==> config.mk <==
export PLATFORM = sky130hd
export DESIGN_NAME = mc_ctrl_fsm
export DESIGN_NICKNAME = d
export VERILOG_FILES = /design/src/rtl/core_ctrl_pkg.sv /design/src/rtl/mem_wait_timer.sv /design/src/rtl/mc_ctrl_fsm.sv
export SDC_FILE = /design/constraint.sdc
export NUM_CORES = 1
export LEC_CHECK = 0
export ABC_AREA = 1
export BUFFER_PORTS_ARGS = -buffer_cell sky130_fd_sc_hd__buf_4
export CAP_MARGIN = 20
export CORE_ASPECT_RATIO = 1.25
export CORE_MARGIN = 2
export CORE_UTILIZATION = 30
export CTS_BUF_LIST = sky130_fd_sc_hd__clkbuf_8
export CTS_CLUSTER_DIAMETER = 100
export CTS_CLUSTER_SIZE = 30
export DETAILED_ROUTE_END_ITERATION = 7
export GPL_ROUTABILITY_DRIVEN = 0
export PLACE_DENSITY = 0.58
export SLEW_MARGIN = 20
export SYNTH_ARGS = -nofsm -noshare
export SYNTH_HDL_FRONTEND = slang
export SYNTH_SLANG_ARGS = --single-unit
==> constraint.sdc <==
create_clock -name clk -period 1.45 [get_ports clk]
set_input_delay 0.2175 -clock clk [delete_from_list [all_inputs] [get_ports clk]]
set_output_delay 0.2175 -clock clk [all_outputs]
set_load 0.01 [all_outputs]
==> src/rtl/core_ctrl_pkg.sv <==
// core_ctrl_pkg: shared state, opcode and select encodings for the multi-cycle control FSM
package core_ctrl_pkg;

  typedef enum logic [2:0] {
    ST_FETCH  = 3'd0,
    ST_DECODE = 3'd1,
    ST_EXEC   = 3'd2,
    ST_MEM    = 3'd3,
    ST_WB     = 3'd4,
    ST_TRAP   = 3'd5
  } state_t;

  localparam logic [6:0] OP_LOAD   = 7'b0000011;
  localparam logic [6:0] OP_STORE  = 7'b0100011;
  localparam logic [6:0] OP_R      = 7'b0110011;
  localparam logic [6:0] OP_I      = 7'b0010011;
  localparam logic [6:0] OP_LUI    = 7'b0110111;
  localparam logic [6:0] OP_AUIPC  = 7'b0010111;
  localparam logic [6:0] OP_BRANCH = 7'b1100011;
  localparam logic [6:0] OP_JAL    = 7'b1101111;
  localparam logic [6:0] OP_JALR   = 7'b1100111;

  localparam logic [1:0] PC_SEQ  = 2'd0;
  localparam logic [1:0] PC_REL  = 2'd1;
  localparam logic [1:0] PC_JALR = 2'd2;

  localparam logic [1:0] WB_MEM = 2'd0;
  localparam logic [1:0] WB_ALU = 2'd1;
  localparam logic [1:0] WB_PC4 = 2'd2;

  localparam logic [1:0] CAUSE_NONE    = 2'd0;
  localparam logic [1:0] CAUSE_ILLEGAL = 2'd1;
  localparam logic [1:0] CAUSE_IMEM    = 2'd2;
  localparam logic [1:0] CAUSE_DMEM    = 2'd3;

  function automatic logic op_legal(input logic [6:0] op);
    return op inside {OP_LOAD, OP_STORE, OP_R, OP_I, OP_LUI, OP_AUIPC, OP_BRANCH, OP_JAL, OP_JALR};
  endfunction

endpackage

==> src/rtl/mem_wait_timer.sv <==
// mem_wait_timer: counts cycles a request waits for ready and flags a timeout at MAX_WAIT
module mem_wait_timer #(
  parameter int MAX_WAIT = 15
) (
  input  logic clk,
  input  logic clear,
  input  logic req,
  input  logic ready,
  output logic timeout
);
  localparam int W = MAX_WAIT > 1 ? $clog2(MAX_WAIT + 1) : 1;
  logic [W-1:0] cnt;
  // Idle or completed cycles restart the count, so every new request starts from zero
  always_ff @(posedge clk)
    cnt <= (clear || !req || ready) ? '0 : cnt + 1'b1;
  assign timeout = (MAX_WAIT != 0) && req && !ready && (cnt == W'(MAX_WAIT - 1));
endmodule

==> src/rtl/mc_ctrl_fsm.sv <==
// mc_ctrl_fsm: multi-cycle RV32I control sequencer with memory handshakes, traps and retire count
module mc_ctrl_fsm
  import core_ctrl_pkg::*;
#(
  parameter int MAX_WAIT = 15,
  parameter int CNT_W    = 32
) (
  input  logic             clk,
  input  logic             system_reset,
  input  logic [31:0]      inst,
  input  logic             branch_cmp_output,
  input  logic             imem_ready,
  input  logic             dmem_ready,
  output logic             imem_req,
  output logic             dmem_req,
  output logic             dmem_WE,
  output logic             ir_we,
  output logic             pc_we,
  output logic [1:0]       pc_sel,
  output logic             alu_a_sel,
  output logic             alu_b_sel,
  output logic             wen,
  output logic [1:0]       wb_sel,
  output logic             trap,
  output logic [1:0]       trap_cause,
  output logic [CNT_W-1:0] instret,
  output logic [2:0]       state
);
  state_t st;
  logic [6:0] op;
  logic unused_inst;
  logic is_load, is_store, is_r, is_i, is_lui, is_auipc, is_branch, is_jal, is_jalr;
  logic mem_wait, mem_ready, timeout;
  logic act, in_ex, in_wb, alu_phase;

  assign op          = inst[6:0];
  assign unused_inst = ^inst[31:7];
  assign is_load     = op == OP_LOAD;
  assign is_store    = op == OP_STORE;
  assign is_r        = op == OP_R;
  assign is_i        = op == OP_I;
  assign is_lui      = op == OP_LUI;
  assign is_auipc    = op == OP_AUIPC;
  assign is_branch   = op == OP_BRANCH;
  assign is_jal      = op == OP_JAL;
  assign is_jalr     = op == OP_JALR;

  assign mem_wait  = st == ST_FETCH || st == ST_MEM;
  assign mem_ready = st == ST_FETCH ? imem_ready : dmem_ready;

  mem_wait_timer #(.MAX_WAIT(MAX_WAIT)) u_timer (
    .clk    (clk),
    .clear  (system_reset),
    .req    (mem_wait),
    .ready  (mem_ready),
    .timeout(timeout)
  );

  always_ff @(posedge clk) begin
    if (system_reset) begin
      st         <= ST_FETCH;
      trap_cause <= CAUSE_NONE;
      instret    <= '0;
    end else begin
      case (st)
        ST_FETCH:
          if (imem_ready) st <= ST_DECODE;
          else if (timeout) begin
            st         <= ST_TRAP;
            trap_cause <= CAUSE_IMEM;
          end
        ST_DECODE:
          if (op_legal(op)) st <= ST_EXEC;
          else begin
            st         <= ST_TRAP;
            trap_cause <= CAUSE_ILLEGAL;
          end
        ST_EXEC:
          if (is_branch) begin
            st      <= ST_FETCH;
            instret <= instret + 1'b1;
          end else st <= (is_load || is_store) ? ST_MEM : ST_WB;
        ST_MEM:
          if (dmem_ready) begin
            st <= is_store ? ST_FETCH : ST_WB;
            if (is_store) instret <= instret + 1'b1;
          end else if (timeout) begin
            st         <= ST_TRAP;
            trap_cause <= CAUSE_DMEM;
          end
        ST_WB: begin
          st      <= ST_FETCH;
          instret <= instret + 1'b1;
        end
        ST_TRAP: st <= ST_TRAP;
        default: st <= ST_FETCH;
      endcase
    end
  end

  // Reset suppresses every strobe in its own cycle, even mid-handshake
  assign act       = !system_reset;
  assign in_ex     = act && st == ST_EXEC;
  assign in_wb     = act && st == ST_WB;
  // Operand selects stay stable from EXEC through WB so the ALU result holds for MEM and WB
  assign alu_phase = act && (st == ST_EXEC || st == ST_MEM || st == ST_WB);

  assign imem_req  = act && st == ST_FETCH;
  assign ir_we     = imem_req && imem_ready;
  assign dmem_req  = act && st == ST_MEM;
  assign dmem_WE   = dmem_req && is_store;
  assign pc_we     = in_wb || (in_ex && is_branch) || (dmem_WE && dmem_ready);
  assign pc_sel    = (in_ex && is_branch && branch_cmp_output) ? PC_REL :
                     (in_wb && is_jal)  ? PC_REL :
                     (in_wb && is_jalr) ? PC_JALR : PC_SEQ;
  assign alu_a_sel = alu_phase && is_auipc;
  assign alu_b_sel = alu_phase && (is_i || is_load || is_store || is_lui || is_auipc) && !is_r;
  assign wen       = in_wb;
  assign wb_sel    = !in_wb ? WB_MEM : is_load ? WB_MEM : (is_jal || is_jalr) ? WB_PC4 : WB_ALU;
  assign trap      = st == ST_TRAP;
  assign state     = st;
endmodule

==> summary.md, run 1 <==
| Metric | Value |
|---|---|
| Placed inst area | `3978 um2` |
| Width of the die | `91.41 um` |
| Crit-path most repeated cell | `nand2_2` |
| Main combinational cell family by area after synthesis | `simple AND/OR/NAND/NOR gates` |
| Post-Synth Adder-Cell Area | `1.310%` |
| Aggregate global routing overflow | `0` |
| Worst Tran Pin Value | `0.4255 ns` |
| Clock Skew | `0.01211 ns` |
| MaxCap Viol Count | `0` |
| Register bit total from synthesis | `41` |
| CTS Buf Count | `5` |
| GRT Total Usage | `19.83%` |
| Final setup vio count | `46` |
| Syn Nets | `528` |
| DR vias | `3678` |
| Post-DRT Antenna Nets | `0` |
| Largest net degree at the start of global routing | `29` |
| Layout area overhead | `69.83%` |
| Synth Area in XOR/XNOR | `3.668%` |
| Die Ht | `113.3 um` |
| Post-Syn Instances | `488` |
| Worst skew pair latency | `0.30 ns` |
| Cell count after placement | `732` |
| Async S/R FF share, synth | `0%` |
| Post-route non-filler standard cell count | `760` |
| Total iterations of the first detailed-routing run | `5` |
| Share of cells above drive strength 1 | `43.49%` |
| Antenna cells | `0` |
| H-tree levels | `2` |
| Post-Place Setup Slack | `-0.09599 ns` |
| Clock Path Buffers | `2` |
| Fmax | `581.0 MHz` |
| Leakage | `2.073 nW` |
| Max-slew violations | `0` |
| Final Cycle Share | `118.7%` |
| Syn avg cell area | `5.871 um2` |
| Compound-gate portion of the synthesized area | `9.083%` |
| Min Tclk post-route | `1.721 ns` |
| Fin util | `52.76%` |
| Mux cell area share after synthesis | `0%` |
| Total Wirelength | `10380 um` |
| FP Rows | `39` |
| CP bufs+invs | `1` |
| I/O pin cnt | `87` |
| WP data arrival | `1.50 ns` |
| Critical Path RT | `1.23 ns` |
| Starting Density | `31.07%` |
| Status | `finished with violations` |
| Post-synth cell types | `29` |
| First-pass GRT wire length | `16580 um` |
| WS Path Type | `reg -> out` |
| CP Cell Sequence | `nor2_4, nand2_2, o21ai_4, nand2_2, nor4_4, buf_4` |
| Slew HR | `71.63%` |
| Hold_buf cts | `0` |
| Final hold violation count | `0` |
| Root Driver | `clkbuf_8` |
| Slowest cell on the critical path | `dfxtp_4` |
| Top delay family on crit path | `simple AND/OR/NAND/NOR gates` |
| Seq/Total Area, Yosys | `28.65%` |
| Violated checks | `negative setup slack` |
| Wire per inst | `13.66 um` |
| Initial antenna violation count | `0` |
| Worst hold path type | `in -> reg` |
| Vias in the first global route | `3599` |
| PnR worst setup slack | `-0.2713 ns` |
| Worst Path Max Fanout | `4` |
| Port-buffer cells | `61` |
| Top_reg_cell synth | `dfxtp_1` |
| Crit end category | `primary output` |
| Cell Area, Synth | `2865 um2` |
| Fin area | `4866 um2` |
| Slowest stage delay, CP | `0.39 ns` |
| Residual DRC | `0` |
| CP startpoint kind | `flip-flop` |
| Clk sinks | `41` |
| VDD IR max | `0.4550 mV` |
| TritonCTS clock tree | `done` |
| Syn. warnings | `0` |
| Final net count | `676` |
| Post-synth EDFFs | `0` |
| DR vias/cell | `4.839` |
| RSZ-0062 raised after global routing | `true` |
| Core box area | `9223 um2` |
| Total die area | `10350 um2` |
| Number of DRC markers in iteration 0 | `173` |
| DP HPWL | `7115 um` |
| Simple-gate share of the synthesized area | `49.69%` |
| PwrDens | `682.7 nW/um2` |
| Clock slew at reported path FFs | `0.08 ns` |
## cell type report
| class | instances | area (um2) |
|---|---|---|
| fillers | 927 | 4357 |
| clock inverters | 2 | 37.54 |
| well taps | 123 | 153.9 |
| flip-flops and latches | 41 | 839.6 |
| multi-input cells | 399 | 2228 |
| repair buffers | 152 | 1385 |
| clock buffers | 6 | 82.58 |
| inverters | 37 | 138.9 |
## cell usage in the layout (no fill, tap or decap), drive strengths merged
cell type | netlist | final
nor3 | 6 | 6
xnor2 | 8 | 8
clkbuf | 2 | 6
inv | 36 | 36
clkinv | 1 | 1
o21ai | 9 | 9
nand3b | 13 | 13
clkinvlp | 0 | 1
nand3 | 20 | 20
nor2 | 94 | 94
bufinv | 0 | 1
nand2 | 201 | 201
buf | 9 | 152
dfxtp | 41 | 41
o32ai | 1 | 1
a21oi | 36 | 36
nor4 | 2 | 2
nand4 | 2 | 2
ha | 3 | 3
xor2 | 4 | 4
## path summary, 6_finish.rpt
| check | cells after the start | slack (ns) | end | start |
|---|---|---|---|---|
| setup / recovery | 6 | -0.27 | alu_a_sel | state[0] |
| hold / removal | 2 | 0.20 | state[0] | system_reset |
| setup reg to reg | 10 | -0.22 | instret[17] | state[0] |
| hold reg to reg | 1 | 0.47 | u_timer.cnt[0] | u_timer.cnt[0] |
## worst reg2reg max path, delay by kind of cell (launching register included)
kind,cells,cell delay [ns]
and+or+nand+nor,4,0.46
DFF,1,0.39
AOI/OAI and AO/OA,2,0.12
buffers and inverters,4,0.58
## Yosys cell counts, drive strengths merged (3+ instances only)
library cell	instances	area (um2)
dfxtp	41	820.8
a21oi	36	206.5
ha	3	37.54
nor2	94	384.1
buf	9	71.31
nand2	201	782.0
nand3	20	100.1
xnor2	8	70.07
o21ai	9	45.04
xor2	4	35.03
inv	36	135.1
nor3	6	35.03
nand3b	13	97.59
## stage by stage
stage	total power, mW	hold slack (ns)	TNS [ns]
final	3.322	0.1990	-7.721
after global routing	3.457	0.2225	-11.22
after CTS	3.285	0.1794	-6.090
after detailed placement	1.860	0.4472	-1.918
after global placement	1.852	0.4438	-1.034
after floorplan	1.558	0.4297	-0.01269
## layer usage
metal	vias up	global-route usage (%)	wire [um]
li1	1835	-	-
met1	1693	21.93	4116
met2	124	38.28	5493
met3	26	2.130	491
met4	0	7.576	283
met5	-	0	0
## report_power, final
part | internal (mW) | switching, mW
combinational | 0.572 | 0.533
sequential | 1.17 | 0.0579
clock | 0.560 | 0.433
## repair_timing
| item | in CTS | in global routing |
|---|---|---|
| resized for setup | 119 | 24 |
| endpoints found under the hold margin | 0 | 0 |
| buffers inserted | 15 | 4 |
| gates cloned | 6 | 0 |
| endpoints found under the setup margin | 50 | 54 |
| pin swaps | 25 | 19 |
## registers in the layout (all words and copies together) (netlist names)
| register | count |
|---|---|
| instret | 32 |
| u_timer.cnt | 4 |
| state | 3 |
| trap_cause | 2 |
## kinds of logic (layout without fill, tap and decap cells)
family / Yosys count / after routing
adders and majority gates: 3 / 3
DFF: 41 / 41
AOI/OAI and AO/OA: 46 / 46
xor gates and xnor gates: 12 / 12
buffers and inverters: 48 / 197
and+or+nand+nor: 338 / 338
No activity file was read; power rests on OpenSTA's default activity.
==> run 2: changes to the inputs <==
- REMOVE_ABC_BUFFERS: unset -> 1
==> summary.md, run 2 (same netlist as run 1, synthesis figures left out) <==
| Metric | Value |
|---|---|
| Fin area | `4926 um2 (+1.2%)` |
| WS Path Type | `reg -> out` |
| Largest net degree at the start of global routing | `29 (unchanged)` |
| PwrDens | `673.4 nW/um2 (-1.4%)` |
| Core box area | `9223 um2 (unchanged)` |
| Top reg by flops | `instret` |
| First-pass GRT wire length | `16890 um (+1.9%)` |
| Commonest non-fill, non-tap cell in the layout | `nand2_1` |
| Leakage | `2.018 nW (-2.6%)` |
| FP Rows | `39 (unchanged)` |
| Port-buffer cells | `61 (unchanged)` |
| Worst Path Max Fanout | `4 (unchanged)` |
| Share of cells above drive strength 1 | `48.90% (+5.4 points)` |
| Total Wirelength | `10490 um (+1.0%)` |
| GRT Total Usage | `20.10% (+0.27 points)` |
| CP startpoint kind | `flip-flop` |
| R2R Path Start | `state[1]` |
| I/O pin cnt | `87 (unchanged)` |
| Initial antenna violation count | `0 (unchanged)` |
| Max-slew violations | `0 (unchanged)` |
| Min-delay src | `system_reset` |
| Final setup vio count | `42 (-8.7%)` |
| Post-DRT Antenna Nets | `0 (unchanged)` |
| VDD IR max | `0.4604 mV (+1.2%)` |
| Worst hold path type | `in -> reg` |
| Residual DRC | `0 (unchanged)` |
| Worst skew pair latency | `0.32 ns (+0.02 ns)` |
| R2R depth | `9 (-1)` |
| PnR worst setup slack | `-0.2448 ns (+0.02653 ns)` |
| TritonCTS clock tree | `done` |
| # fillers | `898 (-3.1%)` |
| Critical Path RT | `1.23 ns (about the same)` |
| Final net count | `675 (-0.15%)` |
| R2r setup slk | `-0.10 ns (+0.12 ns)` |
| Clock slew at reported path FFs | `0.09 ns (about the same)` |
| Crit end category | `primary output` |
| Status | `finished with violations` |
| FF-to-FF End | `instret[11]` |
| Worst Tran Pin Value | `0.4605 ns (+0.03498 ns)` |
| CP Cell Sequence | `nor2_4, buf_6, nand3_4, o32ai_2, buf_4` |
| Most frequent cells in the layout | `nand2_1 (144), buf_4 (123), nor2_1 (67)` |
| Starting Density | `31.07% (unchanged)` |
| WHS Path Cells | `3 (+1)` |
| Layout area overhead | `71.92%` |
| Aggregate global routing overflow | `0 (unchanged)` |
| Min Tclk post-route | `1.695 ns (-0.02653 ns)` |
| Clk sinks | `41 (unchanged)` |
| CTS Buf Count | `5 (unchanged)` |
| RSZ-0062 raised after global routing | `true` |
| Total die area | `10350 um2 (unchanged)` |
| Violated checks | `negative setup slack` |
| DR vias/cell | `4.759 (-1.7%)` |
| Slowest cell on the critical path | `dfxtp_4` |
| Hold_buf cts | `0 (unchanged)` |
| Fin util | `53.41% (+0.65 points)` |
| DP HPWL | `7182 um (+0.94%)` |
| Antenna cells | `0 (unchanged)` |
| Clock Skew | `0.01346 ns (+0.001345 ns)` |
| Placed inst area | `3954 um2 (-0.60%)` |
| H-tree levels | `2 (unchanged)` |
| Slew HR | `69.30% (-2.3 points)` |
| MaxCap Viol Count | `0 (unchanged)` |
| Vias in the first global route | `3590 (-0.25%)` |
| WP data arrival | `1.48 ns (-0.02 ns)` |
| DR vias | `3612 (-1.8%)` |
| Cell count after placement | `730 (-0.27%)` |
| Root Driver | `clkbuf_8` |
| Final hold violation count | `0 (unchanged)` |
| Total iterations of the first detailed-routing run | `4 (-1)` |
| Post-route non-filler standard cell count | `759 (-0.13%)` |
| Fmax | `590.0 MHz (+1.6%)` |
| Number of DRC markers in iteration 0 | `147 (-15%)` |
| Min-Delay Endpoint | `state[2]` |
| Slowest stage delay, CP | `0.38 ns (about the same)` |
| Wire per inst | `13.82 um (+1.1%)` |
| Final Cycle Share | `116.9% (-1.8 points)` |
| Max reg flops | `32 (unchanged)` |
| Width of the die | `91.41 um (unchanged)` |
| Die Ht | `113.3 um (unchanged)` |
| Clock Path Buffers | `2 (unchanged)` |
run 2: cell types whose count changed in the layout (fill, tap and decap cells not counted), moves of 4 or more:
| cell | before | now |
|---|---|---|
| nor2_2 | 9 | 15 |
| buf_4 | 127 | 123 |
| nor2_1 | 79 | 67 |
| a21oi_2 | 18 | 22 |
| dfxtp_1 | 34 | 20 |
| a21oi_1 | 18 | 14 |
| buf_6 | 13 | 21 |
| nor2_4 | 5 | 11 |
| dfxtp_2 | 3 | 16 |
run 2: critical path, delay by kind of cell, from the launching register on:
kind | cells | cell delay, ns
compound gates | 1 | 0.25
buf+inv | 2 | 0.27
simple gates | 2 | 0.25
flops | 1 | 0.38
run 2: stage by stage:
stage,power (mW),setup WS [ns],TNS [ns],hold slack (ns)
after floorplan,1.491,-0.3762,-10.00,0.2799
after global placement,1.850,-0.07080,-1.025,0.4440
after detailed placement,1.861,-0.1096,-1.967,0.4455
after CTS,3.202,-0.1993,-3.314,0.2545
after global routing,3.448,-0.3100,-6.714,0.2797
final,3.317,-0.2448,-3.746,0.2642
run 2: metal layers:
metal	GRT usage, %	wire [um]	up-vias	share of wire, %
li1	-	-	1832	-
met2	38.33	5638	95	54
met4	5.051	165	0	1.6
met5	0	0	-	0
met3	3.063	412	16	3.9
met1	23.14	4272	1669	41
run 2: area by class of cell:
cell class                 instances  area [um2]  area share [%]
multi-input combinational        399        2336           47.42
timing repair buffer             151        1318           26.75
sequential                        41       859.6           17.45
tap                              123       153.9           3.124
inverter                          37       143.9           2.921
clock buffer                       5       68.82           1.397
clock inverter                     3       46.29          0.9398
run 2: how the worst max path moves through the flow:
stage / to / cells after the start / startpoint
final: pc_sel[0] / 5 / state[1]
after global routing: pc_sel[0] / 5 / state[1]
after CTS: pc_we / 7 / state[0]
after detailed placement: instret[16] / 8 / instret[1]
after global placement: instret[14] / 11 / inst[3]
after floorplan: instret[15] / 5 / state[2]
run 2: what timing repair did:
item / in CTS / in global routing
resized for setup: 103 / 98
setup buffers: 15 / 9
cloned: 4 / 0
pin swaps: 18 / 24
setup endpoints to repair: 44 / 50
run 2: power breakdown:
group	switching, mW	internal [mW]
clock network	0.483	0.516
registers	0.0539	1.17
logic	0.553	0.544
==> run 3: changes to the inputs <==
- CTS_BUF_LIST: sky130_fd_sc_hd__clkbuf_8 -> sky130_fd_sc_hd__clkbuf_8 sky130_fd_sc_hd__clkbuf_16
==> summary.md, run 3 (same netlist as run 1, synthesis figures left out) <==
| Metric | Value |
|---|---|
| DR vias | `3596 (-0.44%)` |
| Status | `finished with violations` |
| CTS Buf Count | `5 (unchanged)` |
| Crit end category | `primary output` |
| WP data arrival | `1.41 ns (-0.07 ns)` |
| Fmax | `615.1 MHz (+4.3%)` |
| Clk sinks | `41 (unchanged)` |
| PwrDens | `752.5 nW/um2 (+12%)` |
| Max reg flops | `32 (unchanged)` |
| Antenna cells | `0 (unchanged)` |
| RSZ-0062 raised after global routing | `true` |
| Die Ht | `113.3 um (unchanged)` |
| Worst skew pair latency | `0.29 ns (-0.03 ns)` |
| Total die area | `10350 um2 (unchanged)` |
| WS Path Type | `reg -> out` |
| Leakage | `2.020 nW (about the same)` |
| Min Tclk post-route | `1.626 ns (-0.06913 ns)` |
| Clock Skew | `0.008693 ns (-0.004763 ns)` |
| Clock slew at reported path FFs | `0.07 ns (-0.02 ns)` |
| Top reg by flops | `instret` |
| Core box area | `9223 um2 (unchanged)` |
| Most frequent cells in the layout | `nand2_1 (169), buf_4 (128), nor2_1 (66)` |
| Multi-input logic area | `2160 um2 (-7.6%)` |
| MaxCap Viol Count | `0 (unchanged)` |
| Violated checks | `negative setup slack` |
| Fin area | `4786 um2 (-2.8%)` |
| I/O pin cnt | `87 (unchanged)` |
| FP Rows | `39 (unchanged)` |
| Total Wirelength | `10220 um (-2.6%)` |
| Worst Tran Pin Value | `0.4481 ns (-0.01243 ns)` |
| Worst hold path type | `in -> reg` |
| Final net count | `674 (-0.15%)` |
| Width of the die | `91.41 um (unchanged)` |
| Critical Path RT | `1.23 ns (about the same)` |
| Post-route non-filler standard cell count | `758 (-0.13%)` |
| H-tree levels | `2 (unchanged)` |
| Clock Path Buffers | `2 (unchanged)` |
| CP startpoint kind | `flip-flop` |
| Number of DRC markers in iteration 0 | `148 (+0.68%)` |
| Largest net degree at the start of global routing | `30 (+3.4%)` |
| First-pass GRT wire length | `15950 um (-5.6%)` |
| VDD IR max | `0.4556 mV (-1.1%)` |
| Hold_buf cts | `0 (unchanged)` |
| DR vias/cell | `4.744 (-0.31%)` |
| TritonCTS clock tree | `done` |
| Layout area overhead | `67.03%` |
| Setup TNS | `-1.788 ns (+1.958 ns)` |
| PnR worst setup slack | `-0.1756 ns (+0.06913 ns)` |
| Residual DRC | `0 (unchanged)` |
| Post-DRT Antenna Nets | `0 (unchanged)` |
| Root Driver | `clkbuf_16` |
| Wire per inst | `13.48 um (-2.4%)` |
| Cell count after placement | `730 (unchanged)` |
| Final setup vio count | `41 (-2.4%)` |
| Aggregate global routing overflow | `0 (unchanged)` |
| # fillers | `914 (+1.8%)` |
| Worst Path Max Fanout | `4 (unchanged)` |
| Share of cells above drive strength 1 | `43.46% (-5.4 points)` |
| GRT Total Usage | `18.87% (-1.2 points)` |
| Total iterations of the first detailed-routing run | `4 (unchanged)` |
| Final Cycle Share | `112.1% (-4.8 points)` |
| Placed inst area | `3954 um2 (unchanged)` |
| Starting Density | `31.07% (unchanged)` |
| FF/Latch Area | `854.6 um2 (-0.58%)` |
| Initial antenna violation count | `0 (unchanged)` |
| DP HPWL | `7182 um (unchanged)` |
| Slew HR | `70.13% (+0.83 points)` |
| Port-buffer cells | `61 (unchanged)` |
| Post-Place Setup Slack | `-0.1096 ns (unchanged)` |
| Commonest non-fill, non-tap cell in the layout | `nand2_1` |
| Vias in the first global route | `3430 (-4.5%)` |
| Final hold violation count | `0 (unchanged)` |
| Max-slew violations | `0 (unchanged)` |
## run 3: changes by cell type in the layout (fill, tap and decap cells not counted), moves of 5 or more
cell and delta:
clkbuf_16 +6, nor2_2 +6, nand2_1 +25, nor2_4 -5
clkbuf_8 -5, buf_6 -8, nand2_2 -13, buf_4 +5
nand2_4 -12
## run 3: stage by stage
step	total power, mW	util (%)	hold WS [ns]
after floorplan	1.491	-	0.2799
after global placement	1.850	42.87	0.4440
after detailed placement	1.861	42.87	0.4455
after CTS	3.397	48.30	0.2888
after global routing	3.713	51.89	0.2978
final	3.602	51.89	0.2794
## run 3: routing by layer
metal  part of all wire [%]  global-route usage, %  vias up
met1                     41                  22.09     1649
met2                     53                  35.44      108
met3                    4.7                  2.397        7
met4                    1.1                  5.657        0
li1                       -                      -     1832
met5                      0                      0        -
## run 3: area by class of cell
cell class,instances,share of cell area [%]
multi-input cells,399,45.12
inverters,37,3.007
repair buffers,150,27.22
clock buffers,5,2.614
flip-flops and latches,41,17.86
clock inverters,3,0.9673
well taps,123,3.216
## run 3: worst max-delay path, stage by stage (launching register included)
cell and delay (ns):
dfxtp_4 0.37, nor2_4 0.12, buf_4 0.13, nand3_4 0.08, inv_2 0.07, o21ai_1 0.07, a21oi_1 0.13, buf_4 0.14
## run 3: path summary, 6_finish.rpt
kind                                       end  slack [ns]      startpoint  cells past startpoint
worst max-delay path                 wb_sel[0]       -0.18        state[1]                      7
worst min-delay path                  state[2]        0.28    system_reset                      3
worst max register to register     instret[16]       -0.05        state[1]                     10
worst min register to register  u_timer.cnt[0]        0.44  u_timer.cnt[0]                      1
## run 3: repair_timing
item	in CTS	in global routing
cloned	2	2
pin swaps	27	25
buffers inserted	8	12
endpoints found under the hold margin	0	0
setup endpoints to repair	41	49
gates resized for setup	63	75
## run 3: power by group
group / total, mW / leakage, nW / internal (mW) / switching [mW]
registers: 1.22 / 0.341 / 1.17 / 0.0545
logic: 1.04 / 1.60 / 0.530 / 0.508
clock network: 1.34 / 0.0800 / 0.817 / 0.525
